### config.mk
export PLATFORM = sky130hd
export DESIGN_NAME = rect_sprite_mover
export DESIGN_NICKNAME = d
export VERILOG_FILES = /design/src/rtl/rect_sprite_mover.sv
export SDC_FILE = /design/constraint.sdc
export NUM_CORES = 1
export LEC_CHECK = 0
export BUFFER_PORTS_ARGS = -buffer_cell sky130_fd_sc_hd__buf_2
export CAP_MARGIN = 20
export CORE_MARGIN = 3
export CORE_UTILIZATION = 58
export CTS_CLUSTER_DIAMETER = 150
export DETAILED_ROUTE_END_ITERATION = 12
export PLACE_DENSITY = 0.88
export RECOVER_POWER = 100
export SLEW_MARGIN = 20
export SYNTH_ARGS = -nofsm -noshare
export SYNTH_HDL_FRONTEND = slang
export SYNTH_SLANG_ARGS = --single-unit
### constraint.sdc
create_clock -name clk -period 2.4 [get_ports clk]
set_clock_uncertainty 0.05 [all_clocks]
set_input_delay 0.24 -clock clk [delete_from_list [all_inputs] [get_ports clk]]
set_output_delay 0.24 -clock clk [all_outputs]
set_load 0.01 [all_outputs]
### src/rtl/rect_sprite_mover.sv
// Single-sprite erase/move/draw controller for the 160x120 VGA framebuffer.
// Each accepted frame tick erases the sprite, steps it with clamping, and redraws it.

module rect_axis_step #(
  parameter int W     = 8,
  parameter int LIMIT = 144,
  parameter int STEP  = 1
) (
  input  logic [W-1:0] pos,
  input  logic         dec,
  input  logic         inc,
  output logic [W-1:0] nxt
);
  // One extra bit so the step can never wrap before it is clamped.
  localparam logic [W:0] LIM_E  = (W+1)'(LIMIT);
  localparam logic [W:0] STEP_E = (W+1)'(STEP);

  logic [W:0] ext, sum, diff;

  always_comb begin
    ext  = {1'b0, pos};
    sum  = ext + STEP_E;
    diff = ext - STEP_E;
    nxt  = pos;
    if (inc && !dec)
      nxt = (sum > LIM_E) ? LIM_E[W-1:0] : sum[W-1:0];
    else if (dec && !inc)
      nxt = (ext >= STEP_E) ? diff[W-1:0] : '0;
  end
endmodule

module rect_sprite_mover #(
  parameter int         X_W    = 8,
  parameter int         Y_W    = 7,
  parameter int         SCR_W  = 160,
  parameter int         SCR_H  = 120,
  parameter int         SPR_W  = 16,
  parameter int         SPR_H  = 2,
  parameter int         X_INIT = 50,
  parameter int         Y_INIT = 60,
  parameter int         STEP   = 1,
  parameter logic [2:0] FG     = 3'b111,
  parameter logic [2:0] BG     = 3'b000
) (
  input  logic           clk,
  input  logic           resetn,
  input  logic           frame_tick,
  input  logic           enable,
  input  logic           left,
  input  logic           right,
  input  logic           up,
  input  logic           down,
  output logic [X_W-1:0] x_out,
  output logic [Y_W-1:0] y_out,
  output logic [2:0]     colour_out,
  output logic           plot,
  output logic           busy,
  output logic [X_W-1:0] pos_x,
  output logic [Y_W-1:0] pos_y
);
  typedef enum logic [2:0] {START, IDLE, ERASE, MOVE, DRAW} state_t;

  localparam logic [X_W-1:0] CX_LAST = X_W'(SPR_W - 1);
  localparam logic [Y_W-1:0] CY_LAST = Y_W'(SPR_H - 1);

  state_t         state;
  logic [X_W-1:0] cx, nx;
  logic [Y_W-1:0] cy, ny;
  logic           last_col, last_px;

  rect_axis_step #(.W(X_W), .LIMIT(SCR_W - SPR_W), .STEP(STEP)) u_step_x (
    .pos(pos_x), .dec(left), .inc(right), .nxt(nx)
  );
  rect_axis_step #(.W(Y_W), .LIMIT(SCR_H - SPR_H), .STEP(STEP)) u_step_y (
    .pos(pos_y), .dec(up), .inc(down), .nxt(ny)
  );

  assign x_out    = pos_x + cx;
  assign y_out    = pos_y + cy;
  assign busy     = (state != IDLE);
  assign last_col = (cx == CX_LAST);
  assign last_px  = last_col && (cy == CY_LAST);

  // plot/colour are registered alongside the state so they line up with the sweep counters.
  always_ff @(posedge clk or negedge resetn) begin
    if (!resetn) begin
      state      <= START;
      pos_x      <= X_W'(X_INIT);
      pos_y      <= Y_W'(Y_INIT);
      cx         <= '0;
      cy         <= '0;
      plot       <= 1'b0;
      colour_out <= BG;
    end else begin
      case (state)
        START: begin
          state      <= DRAW;
          plot       <= 1'b1;
          colour_out <= FG;
        end
        IDLE: begin
          if (frame_tick && enable) begin
            state      <= ERASE;
            plot       <= 1'b1;
            colour_out <= BG;
          end
        end
        ERASE, DRAW: begin
          if (last_px) begin
            cx    <= '0;
            cy    <= '0;
            plot  <= 1'b0;
            state <= (state == ERASE) ? MOVE : IDLE;
          end else if (last_col) begin
            cx <= '0;
            cy <= cy + 1'b1;
          end else begin
            cx <= cx + 1'b1;
          end
        end
        MOVE: begin
          pos_x      <= nx;
          pos_y      <= ny;
          state      <= DRAW;
          plot       <= 1'b1;
          colour_out <= FG;
        end
        default: begin
          state <= START;
          plot  <= 1'b0;
        end
      endcase
    end
  end
endmodule
## Word level (Yosys, flattened, before mapping)

Cells that the tools add are included.

| word-level totals | value |
|---|---|
| flip-flop bits (word level) | 37 |
| bits in latches | 0 |
| bits in writable memories | 0 |
| memory bits (read-only) | 0 |
| input port bits | 8 |
| output and inout port bits | 35 |
| memories | 0 |

| operators by class | value |
|---|---|
| add/sub/neg operators | 8 |
| $mul | 0 |
| divide/modulo/power cells | 0 |
| $lt $le $gt $ge | 4 |
| eq/ne operators | 9 |
| shifts and indexed selects | 0 |
| muxes and demuxes | 21 |
| bitwise gates (word level) | 0 |
| reductions and logical operators | 22 |

Operator list:

| cell | count |
|---|---|
| 8-bit two-way mux | 6 |
| 7-bit two-way mux | 6 |
| 2-bit AND reduction | 5 |
| 8-bit by 1-bit adder with 9-bit output (second input constant) | 1 |
| 9-bit by 8-bit > comparator with 1-bit output (second input constant) | 1 |
| 3-bit two-way mux | 3 |
| 3-bit case mux with 3 select lines | 1 |
| 7-bit by 1-bit adder with 8-bit output (second input constant) | 1 |
| 8-bit by 1-bit adder with 8-bit output (second input constant) | 1 |
| 8-bit adder | 1 |
| 8-bit by 4-bit equality test with 1-bit output (second input constant) | 1 |
| 8-bit by 1-bit >= comparator with 1-bit output (second input constant) | 1 |
| 8-bit by 7-bit > comparator with 1-bit output (second input constant) | 1 |
| 2-bit nonzero test | 4 |
| 8-bit by 1-bit subtractor with 8-bit output (second input constant) | 1 |
| 7-bit by 1-bit adder with 7-bit output (second input constant) | 1 |
| 7-bit adder | 1 |
| 7-bit by 1-bit equality test with 1-bit output (second input constant) | 1 |
| 7-bit by 1-bit >= comparator with 1-bit output (second input constant) | 1 |
| 7-bit by 1-bit subtractor with 7-bit output (second input constant) | 1 |
| 3-bit by 2-bit equality test with 1-bit output (second input constant) | 2 |
| 1-bit logical AND | 6 |
| 3-bit case mux with 2 select lines | 1 |
| 1-bit zero test | 4 |
| 9 further kinds | 12 |

## Longest topological paths before layout

| logic depth | value |
|---|---|
| word-level depth | 4 |
| mapped depth | 9 |
| mapped depth without buffers | 9 |

## Hierarchy

Synthesis repeated with hierarchy kept, for this count alone.

| second synthesis, totals | value |
|---|---|
| cell total of the unflattened synthesis | 388 |
| area, all modules | 3407.0 um^2 |

Modules (own cells, without submodules):

| module | instances | cells each | area each (um^2) |
|---|---|---|---|
| rect_sprite_mover | 1 | 208 | 2177.1 |
| rect_axis_step at u_step_x | 1 | 97 | 670.6 |
| rect_axis_step at u_step_y | 1 | 83 | 559.3 |

## Worst setup path after synthesis

Ideal clock, no wire load.

| path | value |
|---|---|
| path kind | register to output |
| from | reg pos_x[1] |
| to | out x_out[6] |
| data arrival time | 2.002 ns |
| slack | 0.108 ns |
| stages on the path, launching flop included | 9 |
| cells stage by stage | dfstp_2 inv_1 fa_1 nor2b_1 o21ai_0 a21boi_0 o21a_1 nor2_1 xnor2_1 |

| on the way | value |
|---|---|
| cells in the longest elaborated chain, start to end | 1 |

RTL lines:

| element | RTL line | RTL |
|---|---|---|
| start: declaration | 58 | `output logic [X_W-1:0] pos_x,` |
| start signal: assignment | 88 | `pos_x <= X_W'(X_INIT);` |
| start signal: assignment | 122 | `pos_x <= nx;` |
| 8-bit adder | 78 | `assign x_out = pos_x + cx;` |
| end: declaration | 53 | `output logic [X_W-1:0] x_out,` |

No other way between the ends.

## Worst setup path after layout

| path | value |
|---|---|
| from | reg pos_x[1] |
| to | out x_out[7] |

Same word-level chain as after synthesis.

==> results.toml <==
[outcome]
status = "complete, but fails checks"
violations = "capacitance limit, slew limit, setup timing"

[min_path]
min_path_cells = 4
worstHoldPathType = "primary input to register"

[layout]
nNetsFinal = 453
fin_util_pct = 75.4
area_delta_synth_final_pct = 23.6
drive_above_1_share_pct = 31.6
antennaDiodeCount = 0

[power]
power_mw = 2.98
power_density_nw_per_um2 = 820
cellLeakagePower_nw = 1.58
vdd_drop_max_mv = 0.530

[detailed_routing]
postRouteAntennaNets = 0
via_count = 3071
drt_pass1_iterations = 5
viasPerCell = 6.33
drt_first_iter_violations = 363
drc = 0
wire_per_inst_um = 18.2
drt-total-wl_mm = 8.81

[placement]
hpwl_mm = 5.33
gp_congestion = 0.875
portBuffers = 42

[logic_synthesis]
synth.distinct_cells = 63
async_reset_ff_share_pct = 100
synth_edf_count = 0
yosysTopAreaCellShare_pct = 23.9
ys_top_cells_by_area = "dfrtp_1 24%, ha_1 11%, dfstp_2 6.3%, o21ai_0 6.0%, xnor2_1 5.1%"
yosysTopAreaCell = "dfrtp_1"
postSynthAreaPerCell_um2 = 8.30
netlist_area_um2 = 2940
synth.yosys.seq_area_share_pct = 30.1
ys.warnings.count = 0
synthesis.instances = 354
ys.flop_type = "dfrtp_1"
synth_nets = 390
ys_ff_latch = 35

[clocking]
cts_buffer_depth = 2
cts_tree = "built"
clock-root-buffer = "clkbuf_8"
cts_buffers = 5
cts.reportedPaths.clkPinSlew_ns = 0.08
cts_hold_buffers = 0
h-tree-depth = 2
cts_sinks = 35
clock_latency_ns = 0.30

[setup_path]
required_ns = 2.11
critical_path_peak_fanout = 3
crit_start = "pos_x[1]"
start_kind = "register"
r2r_slack_ns = 0.10
r2r_start = "pos_x[0]"
reg2regPathDepth = 9
rr_endpoint = "pos_x[3]"
crit_type = "register to primary output"
arrival_ns = 2.23
critical_path.endpoint = "x_out[7]"
cp-end-kind = "primary output"

[die]
start_util_pct = 61.0
core_um2 = 4820
placement_rows = 25
ios = 43
fp.dieW_um = 77.2
die_h_um = 77.2
dieArea_um2 = 5960

[global_route]
antenna_found_initial = 0
grt_busiest_layer = "met2"
gr-usage-met1_pct = 35.4
grt_pass1_wl_mm = 13.1
grt_max_degree = 36
grt_usage_pct = 27.2
met2_usage_pct = 43.5
use_met3_pct = 5.05
overflow = 0
first_global_vias = 2723

[sta]
rsz0062_at_grt = "true"
max-slew-margin-rel_pct = -29.9
setup_violations = 3
worstMarginPinSlew_ns = 1.95
fin_tns_setup_ns = -0.305
fin_ws_ns = -0.121
min_period_ns = 2.52
period_share_pct = 105
fmax_mhz = 397
hold_viol_final = 0
slew_viol_final = 36

[job]
drv_cap = 1
-- routing by layer --
metal / vias to the layer above / routed length, µm / part of all wire [%]
met4: 0 / 402 / 4.6
met3: 39 / 739 / 8.4
met1: 1454 / 3480 / 40
li1: 1391 / - / -
met2: 187 / 4190 / 48
met5: - / 0 / 0
-- layout by cell type, fill, tap and decap left out, drive strengths merged, types with 3 or more instances in the layout --
cell	instances
a21o	4
a21oi	19
a31oi	5
and2	4
and3	5
buf	64
clkbuf	10
dfrtp	28
dfstp	7
ha	26
inv	26
mux2	4
mux2i	3
nand2	36
nand2b	4
nand3	16
nand4	5
nor2	24
nor3	11
nor4	6
o21a	5
o21ai	37
o22ai	3
o31ai	7
or2	5
xnor2	17
xor2	3
-- synthesized netlist by cell type, types with 4 or more instances --
cell type	count
a21o_1	4
a21oi_1	19
a31oi_1	5
and2_1	4
and3_1	4
clkbuf_1	6
dfrtp_1	28
dfstp_2	7
ha_1	26
inv_1	26
mux2_2	4
nand2_1	35
nand2b_1	4
nand3_1	15
nand4_1	5
nor2_1	23
nor3_1	11
nor4_1	4
o21a_1	5
o21ai_0	35
o31ai_1	7
or2_2	4
xnor2_1	17
-- worst min path at each step --
stage / start / endpoint / slack [ns]
2_1_floorplan: resetn / colour_out[1] / -0.11
3_3_place_gp: resetn / cy[0] / 0.31
3_5_place_dp: resetn / cy[0] / 0.31
4_1_cts: resetn / cy[1] / 0.002
5_1_grt: enable / colour_out[1] / 0.28
6_report: enable / colour_out[1] / 0.26
-- cell families (layout without fill, tap and decap cells) --
logic type	after synthesis	after routing	share of synthesized area [%]
compound gates	99	99	21.0
xor+xnor	20	20	5.96
fa+ha+maj	28	28	12.4
buf+inv	39	103	5.54
flops	35	35	30.1
mux	7	7	2.98
simple gates	126	126	21.9
-- metrics by stage --
step	instances	hold slack (ns)	cell area [µm²]	worst slack (ns)
4_1_cts	478	0.00173	3490	-0.0301
3_5_place_dp	460	0.313	3240	0.0315
6_report	485	0.256	3630	-0.121
2_1_floorplan	354	-0.106	2940	0.108
3_3_place_gp	460	0.313	3240	0.159
5_1_grt	485	0.284	3630	-0.270
-- cell type report --
type / instances / area, µm²
clock buffer: 5 / 68.8
fill: 334 / 1190
timing repair buffer: 69 / 410
clock inverter: 3 / 43.8
tap: 67 / 83.8
multi-input combinational: 280 / 2040
inverter: 26 / 97.6
sequential: 35 / 888
-- worst max-delay path, cell delays in order (launching register included) --
cell and delay (ns):
dfstp_2 0.59, ha_4 0.22, a21o_1 0.20, a21oi_4 0.18, o21ai_2 0.09, o41ai_2 0.35
xnor2_1 0.15, buf_2 0.14
-- power breakdown --
group | total, mW | switching [mW] | internal [mW]
combinational | 1.58 | 0.877 | 0.699
clock | 0.543 | 0.234 | 0.309
sequential | 0.859 | 0.159 | 0.700
total | 2.98 | 1.27 | 1.71
-- registers in the layout, summed over array words and instances (netlist names) --
register    cells
pos_x           8
pos_y           7
cy              7
plot            1
state           3
cx              8
colour_out      1
-- timing repair --
item	4_1_cts	5_1_grt
pin swaps	8	14
gates cloned	0	0
endpoints found under the setup margin	6	12
buffers inserted	10	10
gates resized for setup	20	23
(Power assumes the default switching activity.)
